### src/rtl/bbox_pkg.sv
// Shared coordinate type, outline FSM states and clamp helper for the bounding-box pipeline.
package bbox_pkg;

    localparam int COORD_W = 11;

    typedef logic [COORD_W-1:0] coord_t;

    typedef enum logic [2:0] {
        IDLE,
        TOP,
        BOTTOM,
        LEFT,
        RIGHT,
        FILL,
        DONE
    } outline_state_t;

    function automatic coord_t clamp_coord(input coord_t c, input coord_t limit);
        return (c >= limit) ? coord_t'(limit - coord_t'(1)) : c;
    endfunction

endpackage

### src/rtl/bbox_clip.sv
// Clamps the four box coordinates into the frame and flags an empty (inverted) box.
module bbox_clip
    import bbox_pkg::*;
#(
    parameter int WIDTH  = 100,
    parameter int HEIGHT = 100
) (
    input  logic [COORD_W-1:0] x_min_raw,
    input  logic [COORD_W-1:0] x_max_raw,
    input  logic [COORD_W-1:0] y_min_raw,
    input  logic [COORD_W-1:0] y_max_raw,
    output logic [COORD_W-1:0] x_min,
    output logic [COORD_W-1:0] x_max,
    output logic [COORD_W-1:0] y_min,
    output logic [COORD_W-1:0] y_max,
    output logic               empty
);

    localparam coord_t X_LIMIT = coord_t'(WIDTH);
    localparam coord_t Y_LIMIT = coord_t'(HEIGHT);

    always_comb begin
        x_min = clamp_coord(x_min_raw, X_LIMIT);
        x_max = clamp_coord(x_max_raw, X_LIMIT);
        y_min = clamp_coord(y_min_raw, Y_LIMIT);
        y_max = clamp_coord(y_max_raw, Y_LIMIT);
        // Upstream reports "nothing found" as an inverted box (xMin=WIDTH, xMax=0).
        empty = (x_min > x_max) || (y_min > y_max);
    end

endmodule

### src/rtl/bbox_outline_draw.sv
// Draws a bounding-box outline into the VGA plotter, one pixel per plot handshake.
// Define BBOX_OUTLINE_FILL_EN to fill the box interior instead of drawing the side edges.
//
// state  | meaning
// IDLE   | ready, waiting for en
// TOP    | plotting row yMin, x = xMin..xMax
// BOTTOM | plotting row yMax, x = xMin..xMax
// LEFT   | plotting column xMin, y = yMin+1..yMax-1
// RIGHT  | plotting column xMax, y = yMin+1..yMax-1
// FILL   | plotting rows yMin+1..yMax-1, x = xMin..xMax (fill build only)
// DONE   | one-cycle wrap-up before IDLE
module bbox_outline_draw
    import bbox_pkg::*;
#(
    parameter int WIDTH    = 100,
    parameter int HEIGHT   = 100,
    parameter int COLOUR_W = 3
) (
    input  logic                clk,
    input  logic                rst_n,
    input  logic                en,
    output logic                rdy,
    input  logic [10:0]         xMin,
    input  logic [10:0]         xMax,
    input  logic [10:0]         yMin,
    input  logic [10:0]         yMax,
    input  logic [COLOUR_W-1:0] colour,
    output logic [7:0]          vga_x,
    output logic [6:0]          vga_y,
    output logic [COLOUR_W-1:0] vga_colour,
    output logic                vga_plot,
    input  logic                plot_ready,
    output logic                empty,
    output logic [15:0]         pix_count
);

    localparam coord_t ONE = coord_t'(1);
    localparam coord_t TWO = coord_t'(2);

`ifdef BBOX_OUTLINE_FILL_EN
    localparam outline_state_t MID_STATE = FILL;
`else
    localparam outline_state_t MID_STATE = LEFT;
`endif

    outline_state_t state, state_next;
    coord_t x0, x1, y0, y1, x_cur, y_cur;
    coord_t clip_x0, clip_x1, clip_y0, clip_y1;
    logic clip_empty;
    logic [COLOUR_W-1:0] col;
    logic accept, row_end, col_end, tall, flat, thin, start;

    bbox_clip #(.WIDTH(WIDTH), .HEIGHT(HEIGHT)) u_clip (
        .x_min_raw (xMin),
        .x_max_raw (xMax),
        .y_min_raw (yMin),
        .y_max_raw (yMax),
        .x_min     (clip_x0),
        .x_max     (clip_x1),
        .y_min     (clip_y0),
        .y_max     (clip_y1),
        .empty     (clip_empty)
    );

    assign start   = (state == IDLE) && en;
    assign accept  = vga_plot && plot_ready;
    assign row_end = (x_cur == x1);
    assign col_end = (y_cur == y1 - ONE);
    assign tall    = ((y1 - y0) >= TWO);
    assign flat    = (y1 == y0);
    assign thin    = (x1 == x0);

    always_ff @(posedge clk or negedge rst_n) begin
        if (!rst_n) state <= IDLE;
        else        state <= state_next;
    end

    always_comb begin
        state_next = state;
        unique case (state)
            IDLE:   if (en) state_next = clip_empty ? DONE : TOP;
            TOP:    if (accept && row_end) state_next = flat ? DONE : BOTTOM;
            BOTTOM: if (accept && row_end) state_next = tall ? MID_STATE : DONE;
            LEFT:   if (accept && col_end) state_next = thin ? DONE : RIGHT;
            RIGHT:  if (accept && col_end) state_next = DONE;
            FILL:   if (accept && row_end && col_end) state_next = DONE;
            DONE:   state_next = IDLE;
            default: state_next = IDLE;
        endcase
    end

    always_comb begin
        rdy      = (state == IDLE);
        vga_plot = (state == TOP) || (state == BOTTOM) || (state == LEFT) ||
                   (state == RIGHT) || (state == FILL);
    end

    // Pixel position advances only on an accepted plot, so outputs hold through stalls.
    always_ff @(posedge clk or negedge rst_n) begin
        if (!rst_n) begin
            x0        <= '0;
            x1        <= '0;
            y0        <= '0;
            y1        <= '0;
            x_cur     <= '0;
            y_cur     <= '0;
            col       <= '0;
            empty     <= 1'b0;
            pix_count <= '0;
        end else if (start) begin
            x0        <= clip_x0;
            x1        <= clip_x1;
            y0        <= clip_y0;
            y1        <= clip_y1;
            x_cur     <= clip_x0;
            y_cur     <= clip_y0;
            col       <= colour;
            empty     <= clip_empty;
            pix_count <= '0;
        end else if (accept) begin
            pix_count <= pix_count + 16'd1;
            if (state_next != state) begin
                unique case (state_next)
                    BOTTOM:     begin x_cur <= x0; y_cur <= y1;       end
                    LEFT, FILL: begin x_cur <= x0; y_cur <= y0 + ONE; end
                    RIGHT:      begin x_cur <= x1; y_cur <= y0 + ONE; end
                    default:    ;
                endcase
            end else begin
                unique case (state)
                    TOP, BOTTOM: x_cur <= x_cur + ONE;
                    LEFT, RIGHT: y_cur <= y_cur + ONE;
                    FILL: begin
                        if (row_end) begin
                            x_cur <= x0;
                            y_cur <= y_cur + ONE;
                        end else begin
                            x_cur <= x_cur + ONE;
                        end
                    end
                    default: ;
                endcase
            end
        end
    end

    assign vga_x      = x_cur[7:0];
    assign vga_y      = y_cur[6:0];
    assign vga_colour = col;

endmodule

### config.mk
export PLATFORM = sky130hd
export DESIGN_NAME = bbox_outline_draw
export DESIGN_NICKNAME = d
export VERILOG_FILES = /design/src/rtl/bbox_pkg.sv /design/src/rtl/bbox_clip.sv /design/src/rtl/bbox_outline_draw.sv
export SDC_FILE = /design/constraint.sdc
export NUM_CORES = 1
export LEC_CHECK = 0
export ABC_AREA = 1
export BUFFER_PORTS_ARGS = -buffer_cell sky130_fd_sc_hd__buf_2
export CAP_MARGIN = 5
export CORE_MARGIN = 4
export CORE_UTILIZATION = 50
export CTS_CLUSTER_DIAMETER = 30
export DETAILED_ROUTE_END_ITERATION = 10
export PLACE_DENSITY_LB_ADDON = 0.08
export SYNTH_ARGS = -nofsm -noshare
export SYNTH_HDL_FRONTEND = slang
export SYNTH_SLANG_ARGS = --single-unit
### constraint.sdc
create_clock -name clk -period 3.5 [get_ports clk]
set_clock_uncertainty 0.2 [all_clocks]
set_input_delay 0 -clock clk [delete_from_list [all_inputs] [get_ports clk]]
set_output_delay 0 -clock clk [all_outputs]
set_load 0.005 [all_outputs]
# After elaboration in Yosys (flattened, before gate mapping)
# Cells that the tools add are included.
# Widths: inputs -> output; s select.
[totals]
regBits = 89
input_bits = 51
out_inout_bits = 37
[op_classes]
n_addsub = 6
order_cmp = 7
n_eq_ne = 17
muxes = 29
reduce_logical = 20
[ops]
columns = ["cell", "n"]
rows = [
  ["$mux 11", 12],
  ["$pmux 11 s2", 4],
  ["$eq 11x11->1", 4],
  ["$ge 11x7->1 const B", 4],
  ["$add 11x1->11 const B", 3],
  ["$mux 16", 2],
  ["$mux 3", 9],
  ["$gt 11x11->1", 2],
  ["$pmux 3 s6", 1],
  ["$add 16x1->16 const B", 1],
  ["$eq 3x2->1 const B", 4],
  ["$eq 3x3->1 const B", 4],
  ["$ne 4x3->1 const B", 3],
  ["$ge 11x2->1 const B", 1],
  ["$sub 11x1->11 const B", 1],
  ["$sub 11x11->11", 1],
  ["$reduce_bool 4->1", 2],
  ["$reduce_or 3->1", 2],
  ["$logic_and 1x1->1", 5],
  ["$logic_or 1x1->1", 5],
  ["$reduce_and 4->1", 1],
  ["$reduce_or 2->1", 2],
  ["$eq 3x1->1 const B", 1],
  ["$logic_not 3->1", 1],
  ["other kinds (4)", 4],
]

# Depth between registers and ports, before layout
# Gate-level depths: netlist (run 1).
[depth]
word_depth = 16
ltp_mapped = 27
ltp_nobuf = 27

# Cells and area by module
# From an unflattened synthesis (run 1), not the netlist that was laid out.
[unflattened]
hier_cells = 1322
hier_area_um2 = 8197.9
[by_module_without_submodules]
columns = ["mod", "instances", "cells_per_inst", "area_per_inst_um2", "seq_area_each_um2"]
rows = [
  ["bbox_outline_draw", 1, 1124, 7110.6, 2227.1],
  ["bbox_clip", 1, 198, 1087.3, 0.0],
]

# Worst setup path after synthesis (run 1)
# OpenSTA, ideal clock, no wires.
[synth_timing]
path_type = "reg-to-reg"
from = "register y1[0]"
to = "register y_cur[8]"
t_arrival_ns = 2.755
required_ns = 3.178
slack_ns = 0.423
path_stages_with_launch = 21
path_cell_list = "dfrtp_1 -> inv_2 -> ha_1 -> fa_1 -> inv_1 -> nand3_1 -> nand3_1 -> nand2_1 -> nand3_1 -> nand2_1 -> nor2_1 -> nand3_1 -> nor2_1 -> nor2_1 -> o31ai_2 -> nand3_2 -> nand3_1 -> nand3_2 -> buf_4 -> nand2_1 -> o21ai_1"
[synth_between]
elab_chain_len = 11
word_cells_on_any_way = 29
cone_classes = "add/sub: 2; order compare: 1; eq/ne: 9; mux: 12; reduce/logical: 5"
[synth_rtl]
columns = ["element", "line", "source"]
rows = [
  ["start, declared", "bbox_outline_draw.sv:47", "coord_t x0, x1, y0, y1, x_cur, y_cur;"],
  ["start signal, assigned", "bbox_outline_draw.sv:114", "y1 <= clip_y1;"],
  ["$sub 11x11->11 or $sub 11x1->11 (tied branches)", "bbox_outline_draw.sv:69, bbox_outline_draw.sv:68", ""],
  ["$ge 11x2->1 or $eq 11x11->1 (tied branches)", "bbox_outline_draw.sv:69, bbox_outline_draw.sv:68", ""],
  ["$mux 3 (tied with other cells)", "bbox_outline_draw.sv:83", "BOTTOM: if (accept && row_end) state_next = tall ? MID_STATE : DONE;"],
  ["$mux 3 (on tied branches)", "-", ""],
  ["$pmux 3 s6 (*)", "bbox_outline_draw.sv:80", "unique case (state)"],
  ["$eq 3x3->1 or $eq 3x2->1 (tied branches)", "bbox_outline_draw.sv:123", "unique case (state_next)"],
  ["$reduce_or 3->1 (no line)", "-", ""],
  ["$pmux 11 s2", "bbox_outline_draw.sv:123", ""],
  ["$mux 11", "bbox_outline_draw.sv:122", "if (state_next != state) begin"],
  ["$mux 11", "bbox_outline_draw.sv:120", "end else if (accept) begin"],
  ["$mux 11", "bbox_outline_draw.sv:110", "end else if (start) begin"],
  ["end signal, assigned", "bbox_outline_draw.sv:116", "y_cur <= clip_y0;"],
  ["end signal, assigned", "bbox_outline_draw.sv:132", "LEFT, RIGHT: y_cur <= y_cur + ONE;"],
  ["end signal, assigned", "bbox_outline_draw.sv:136", "y_cur <= y_cur + ONE;"],
  ["end, declared", "bbox_outline_draw.sv:47", ""],
]
# Every way passes the cells marked *; elsewhere a longest branch is shown, timed or not. The select of a mux whose other input is x is not followed.
# A chain may end at the register's enable or synchronous reset.

# Final worst setup path (run 1)
[layout_timing]
from = "input port xMin[5]"
to = "register x_cur[9]"
[layout_between]
elab_chain_len = 13
word_cells_on_any_way = 20
cone_classes = "order compare: 2; eq/ne: 6; mux: 8; reduce/logical: 4"
[layout_rtl]
columns = ["element", "line", "source"]
rows = [
  ["start, declared", "bbox_outline_draw.sv:23", "input logic [10:0] xMin,"],
  ["$ge 11x7->1 (*)", "bbox_pkg.sv:19", "return (c >= limit) ? coord_t'(limit - coord_t'(1)) : c;"],
  ["$mux 11 (*)", "bbox_pkg.sv:19", ""],
  ["via clip_x0[2]", "bbox_outline_draw.sv:48", "coord_t clip_x0, clip_x1, clip_y0, clip_y1;"],
  ["$gt 11x11->1 (*)", "bbox_clip.sv:28", "empty = (x_min > x_max) || (y_min > y_max);"],
  ["$logic_or 1x1->1 (*)", "bbox_clip.sv:28", ""],
  ["$mux 3 (*) (2 in a row)", "bbox_outline_draw.sv:81", "IDLE: if (en) state_next = clip_empty ? DONE : TOP;"],
  ["$pmux 3 s6 (*)", "bbox_outline_draw.sv:80", ""],
  ["via state_next[2]", "bbox_outline_draw.sv:46", "outline_state_t state, state_next;"],
  ["$eq 3x2->1 or $eq 3x3->1 (tied branches)", "bbox_outline_draw.sv:123", ""],
  ["$reduce_or 3->1 (no line)", "-", ""],
  ["$pmux 11 s2", "bbox_outline_draw.sv:123", ""],
  ["$mux 11", "bbox_outline_draw.sv:122", ""],
  ["$mux 11", "bbox_outline_draw.sv:120", ""],
  ["$mux 11", "bbox_outline_draw.sv:110", ""],
  ["end signal, assigned", "bbox_outline_draw.sv:115", "x_cur <= clip_x0;"],
  ["end signal, assigned", "bbox_outline_draw.sv:131", "TOP, BOTTOM: x_cur <= x_cur + ONE;"],
  ["end signal, assigned", "bbox_outline_draw.sv:138", "x_cur <= x_cur + ONE;"],
  ["end, declared", "bbox_outline_draw.sv:47", ""],
]
# Mark *: on every way through the listed nets, which the timed path passes. The rest lies on a longest branch. The select of a mux whose other input is x is not followed.

==> flow_summary.ini, run 1 <==
[place]
dp.final_hpwl_um = 15200
io_buffer_count = 87
dpl-instance-area_um2 = 7990
gp_congestion = 0.939
place_ws_ns = 0.000222

[synth]
synth_area_leaders = dfrtp_1, nand2_1, inv_1
yosysWarnings = 0
synth.avg_cell_area_um2 = 6.54
synth-simple-area-share = 0.374
syn-cell-area_um2 = 7160
yosysMostFrequentCell = nand2_1
async_flop_share = 1.00
yosys_register_bits = 89
synth_edf_count = 0
synth_commonest_cells = nand2_1, inv_1, dfrtp_1, nand3_1, nor2_1
synth_top_area_frac = 0.311
yosysUniqueCellTypes = 41
synthAdderAreaFrac = 0.0674
yosysSeqAreaShare = 0.311
synth.mux.area_fraction = 0
synth_top_family_by_area = simple AND/OR/NAND/NOR gates
synth_compound_area_frac = 0.0831
synthFlopType = dfrtp_1
yosysTopAreaCell = dfrtp_1
netlist_instances = 1095
synth_xor_area_frac = 0.0550

[timing]
holdWs_ns = -0.00272
final_min_period_over_clock_period = 0.956
setup_viol = 0
max_slew.worst_pin.slew_ns = 0.815
hold_viol_final = 1
setup_tns_ns = 0
slew_violations = 0
maxSlewHeadroom = 0.457
fmax_mhz = 299
setup_ws_ns = 0.154
post-route-min-period_ns = 3.35

[worst_setup_path]
cp.required_ns = 3.57
critPathLaunchType = input pin
crit_buf_inv = 5
crit_fanout = 5
max_stage_delay_ns = 0.61
slowest_stage = dlygate4sd3_1
r2r-end = y_cur[7]
reg2regPathDepth = 20
worstSetupEndpointType = flip-flop
path_class = in2reg
reg2reg_from = y0[3]
crit_chain = dlygate4sd3_1 > o311ai_2 > nand2_2 > inv_2 > nand2_1 > inv_1 > ha_1 > a21oi_1 > o21ai_0 > nand3b_1 > nand3_1 > nand2_2 > nand2_4 > nand2_4 > nand4_1 > a21oi_2 > nand3_4 > buf_8 > nand2_1 > nand2_1 > nor2_2 > buf_4 > nand2_1 > o21ai_1
critPathArrivalTime_ns = 3.41
rrSetupSlack_ns = 0.22
crit_path_frequent_cell = nand2_1
cp_top_family = simple AND/OR/NAND/NOR gates
cp-startpoint = xMin[5]

[final_layout]
areaGrowthSynthToFinish_pct = 27.4
fin_area_um2 = 9120
nets = 1358
diodes = 0
drive_gt1_frac = 0.191

[worst_hold_path]
min_from = xMax[10]
holdPathStages = 6
hp-class = in2reg
hold_end = x1[3]

[clock_tree]
clockBufferDepth = 2
clock_latency_ns = 0.35
cts.clk_slew.worst_paths_ns = 0.06
cts-root-buf = clkbuf_16
htree_levels = 3
numCtsBuffers = 9
clock_sinks = 89
cts_tree = yes

[power]
ir_drop_uv = 418
p_leak_nw = 4.91
powerDensity_nw_per_um2 = 813
power.total_mw = 7.42

[grt]
grt.overflow.total = 0
antenna_found_initial = 0
grt_start_max_net_pins = 71
grt_pass1_vias = 7162
track_usage = 0.263
grt_pass1_wl_um = 35000

[floorplanning]
start_util = 0.514
num_io_pins = 88
fp.dieW_um = 128
die-area_um2 = 16300
die_h_um = 128
rows = 43
placeableCoreArea_um2 = 13900

[routing]
drt_pass1_iterations = 5
wl_per_cell_um = 14.8
ant_nets = 0
routed_wirelength_um = 21500
via_count = 7578
drc_errors = 0
vias_per_cell = 5.21
drtIter0Drc = 578

[flow_run]
cap_violations = 0

[status]
status = finished with violations
violations = hold timing
==> cells in the final DEF, fill, tap and decap left out, drive strengths merged, types with 16 or more instances in the layout <==
cell type	n
o21ai	65
nor3	24
conb	16
nand4	20
buf	141
dlygate4sd3	46
ha	37
nand3	91
xor2	31
dfrtp	89
a21oi	32
nor2	81
inv	146
nand2	386
==> cell families after synthesis <==
| kind of cell | count (synthesis) |
|---|---|
| compound gates | 110 |
| xor+xnor | 45 |
| fa+ha+maj | 38 |
| buf+inv | 185 |
| flops | 89 |
| other cells | 2 |
| simple gates | 626 |
==> sequential cells by signal, indices dropped and copies added, names as in the netlist <==
name / flops
state: 3
x0: 11
x1: 11
y0: 11
pix_count: 16
x_cur: 11
y_cur: 11
vga_colour: 3
empty: 1
y1: 11
==> power by group <==
group          internal (mW)  total, mW  switching (mW)  leakage [nW]
Combinational           1.92       4.81            2.89          3.60
Clock                  0.521      0.932           0.412         0.143
Sequential              1.31       1.68           0.368          1.17
Total                   3.75       7.42            3.67          4.91
==> repair_timing <==
item | in CTS | in global routing
hold buffers | 45 | 1
hold endpoints to repair | 107 | 1
buffers inserted | 0 | 13
resized for setup | 0 | 75
setup endpoints to repair | 0 | 22
==> worst max path at each step <==
stage,to,slack [ns],cells past startpoint
final,x_cur[9],0.15,24
after global routing,x_cur[1],-0.03,24
after CTS,y_cur[10],0.02,23
after detailed placement,x_cur[2],0.0002,22
after global placement,x_cur[2],0.08,25
after floorplan,y_cur[8],0.42,20
==> through the flow <==
stage,std cells,util
after global routing,1454,0.655
after global placement,1382,0.573
after CTS,1443,0.626
final,1454,0.655
after floorplan,1109,-
after detailed placement,1382,0.573
==> metal layers <==
layer | global-route usage | wire length (um) | vias to the layer above
met5 | 0 | 0 | -
met1 | 0.383 | 10200 | 3505
li1 | - | - | 3806
met2 | 0.408 | 9600 | 244
met4 | 0.0543 | 287 | 0
met3 | 0.0525 | 1390 | 23
==> layout make-up <==
cell class	count	area, um^2
multi-input combinational	835	4500
tap	180	225
clock inverter	4	27.5
sequential	89	2230
clock buffer	12	256
fill	1273	4810
inverter	147	557
timing repair buffer	187	1330
==> worst register-to-register path, stage by stage, from the launching register on <==
cell and delay [ns]:
dfrtp_1 0.39, inv_1 0.09, ha_1 0.37, nand2_1 0.13, nand3_2 0.10, buf_4 0.14
xor2_1 0.13, nor2_1 0.12, nand3_1 0.11, nor2_2 0.20, nor2_1 0.11, buf_4 0.16
nor3_4 0.21, nand2_2 0.11, buf_4 0.19, nand3_1 0.07, nand2_1 0.08, nor2_2 0.10
nor2_1 0.05, nand2_1 0.06, nand2_1 0.05
Power figures use the tool's default switching activity.
==> inputs of run 2 (changes only) <==
--- a/config.mk
+++ b/config.mk
@@ -11,6 +11,7 @@
 export CORE_MARGIN = 4
 export CORE_UTILIZATION = 50
 export CTS_CLUSTER_DIAMETER = 30
+export CTS_CLUSTER_SIZE = 10
 export DETAILED_ROUTE_END_ITERATION = 10
 export PLACE_DENSITY_LB_ADDON = 0.08
 export SYNTH_ARGS = -nofsm -noshare
==> constraint.sdc (replaced) <==
create_clock -name clk -period 3.1 [get_ports clk]
set_clock_uncertainty 0.2 [all_clocks]
set_input_delay 0 -clock clk [delete_from_list [all_inputs] [get_ports clk]]
set_output_delay 0 -clock clk [all_outputs]
set_load 0.005 [all_outputs]
==> flow_summary.ini, run 2 (synthesized netlist as in run 1, its figures left out) <==
[routing]
via_count = 7778
vias_per_cell = 5.08
drc_errors = 0
ant_nets = 0
routed_wirelength_um = 21600
wl_per_cell_um = 14.1
drt_pass1_iterations = 5
drtIter0Drc = 637

[place]
io_buffer_count = 87
place_ws_ns = -0.481
dp.final_hpwl_um = 15500
gp_congestion = 0.889

[worst_hold_path]
hp-class = in2reg
holdPathStages = 5

[grt]
grt.overflow.total = 0
grt_pass1_vias = 7340
grt_start_max_net_pins = 76
antenna_found_initial = 0
track_usage = 0.269
grt_pass1_wl_um = 35600

[worst_setup_path]
path_class = reg2reg
cp-endpoint = y_cur[8]
rrSetupSlack_ns = -0.17
crit_chain = ha_4 > fa_2 > inv_4 > nand3_4 > nand3_4 > nand2_4 > nand2_1 > nand2_1 > nand2_2 > nor2_2 > nand3_2 > nor2_4 > nand2_2 > nand4_1 > a21oi_2 > nand3_4 > buf_6 > inv_6 > nand2_4 > nand3_4 > buf_6 > nand2_1 > o21ai_1
max_stage_delay_ns = 0.42
crit_path_frequent_cell = nand3_4
crit_fanout = 6
reg2reg_from = y0[0]
r2r-end = y_cur[8]
worstSetupEndpointType = flip-flop
reg2regPathDepth = 23
cp_top_family = simple AND/OR/NAND/NOR gates
crit_buf_inv = 4
cp-startpoint = y0[0]
critPathLaunchType = flip-flop
crit_cells = 23
slowest_stage = dfrtp_1
cp.required_ns = 3.18
critPathArrivalTime_ns = 3.35

[timing]
maxSlewHeadroom = 0.458
slew_violations = 0
fmax_mhz = 306
hold_viol_final = 0
max_slew.worst_pin.slew_ns = 0.814
final_min_period_over_clock_period = 1.05
post-route-min-period_ns = 3.27
setup_ws_ns = -0.169
rsz0062_at_grt = true
setup_viol = 22
holdWs_ns = 0.0177
setup_tns_ns = -3.23

[status]
violations = setup timing
status = finished with violations

[clock_tree]
clock_sinks = 89
htree_levels = 3
cts.clk_slew.worst_paths_ns = 0.07
clock_latency_ns = 0.36
cts_tree = yes
cts-root-buf = clkbuf_16
clockBufferDepth = 2
numCtsBuffers = 9

[power]
powerDensity_nw_per_um2 = 982
power.total_mw = 9.81
p_leak_nw = 5.42
ir_drop_uv = 618

[final_layout]
final_cell_mix = nand2_1, inv_1, buf_4
drive_gt1_frac = 0.274
largest-register = pix_count
mostFrequentLayoutCell = nand2_1
areaGrowthSynthToFinish_pct = 39.5
diodes = 0
nets = 1436
largest_register_ffs = 16

[floorplanning]
fp.dieW_um = 128
die_h_um = 128
start_util = 0.514
die-area_um2 = 16300
placeableCoreArea_um2 = 13900
num_io_pins = 88
rows = 43

[flow_run]
cap_violations = 0
[run 2: changes by cell type in the layout (fill, tap and decap cells not counted), moves of 6 or more]
cell           change
buf_4             +75
nand2_1           -24
nand2_2           +20
nand3_1           -19
dlygate4sd3_1     -18
nand3_2           +13
buf_6             +11
ha_1               +7
nand3_4            +6
nor2_4             +6
[run 2: through the flow]
step | util | area (um^2) | cells
finish | 0.717 | 9990 | 1532
CTS | 0.693 | 9650 | 1526
floorplan | - | 7220 | 1109
global placement | 0.624 | 8690 | 1474
global route | 0.717 | 9990 | 1532
detailed placement | 0.624 | 8690 | 1474
[run 2: routing by layer]
| layer | vias to the layer above | track usage | wire length, um |
|---|---|---|---|
| li1 | 3966 | - | - |
| met1 | 3549 | 0.382 | 9880 |
| met2 | 234 | 0.421 | 9800 |
| met3 | 29 | 0.0596 | 1560 |
| met4 | 0 | 0.0662 | 338 |
| met5 | - | 0 | 0 |
[run 2: worst reg2reg max path, delay by kind of cell (launching register included)]
kind | cells | cell delay [ns]
and+or+nand+nor | 15 | 1.21
AOI/OAI and AO/OA | 2 | 0.31
buffers and inverters | 4 | 0.47
adders and majority gates | 2 | 0.58
DFF | 1 | 0.42
[run 2: worst min path at each step]
| stage | start | end | slack [ns] |
|---|---|---|---|
| finish | xMax[5] | x1[5] | 0.02 |
| global route | xMax[5] | x1[5] | 0.03 |
| CTS | xMin[5] | x0[5] | 0.01 |
| detailed placement | rst_n | y0[8] | -0.22 |
| global placement | rst_n | y0[8] | -0.22 |
| floorplan | rst_n | empty | -0.50 |
[run 2: final cells by class]
class | instances | area, um^2
clock inverter | 4 | 50.0
inverter | 147 | 582
tap | 180 | 225
fill | 1165 | 3950
sequential | 89 | 2230
multi-input combinational | 836 | 4680
clock buffer | 12 | 267
timing repair buffer | 263 | 1950
timing repair inverter | 1 | 3.75
[run 2: what timing repair did]
action                                  CTS  global route
cloned                                    2             0
hold endpoints to repair                117             0
endpoints found under the setup margin   22            23
hold buffers                             29             0
setup buffers                             6             6
resized for setup                        73            74
pin swaps                                28            45
[run 2: report_power, final]
part           internal (mW)  leakage (nW)  switching (mW)
logic                   2.86          4.10            3.96
clock network          0.689         0.151           0.470
registers               1.48          1.17           0.352
total                   5.03          5.42            4.78
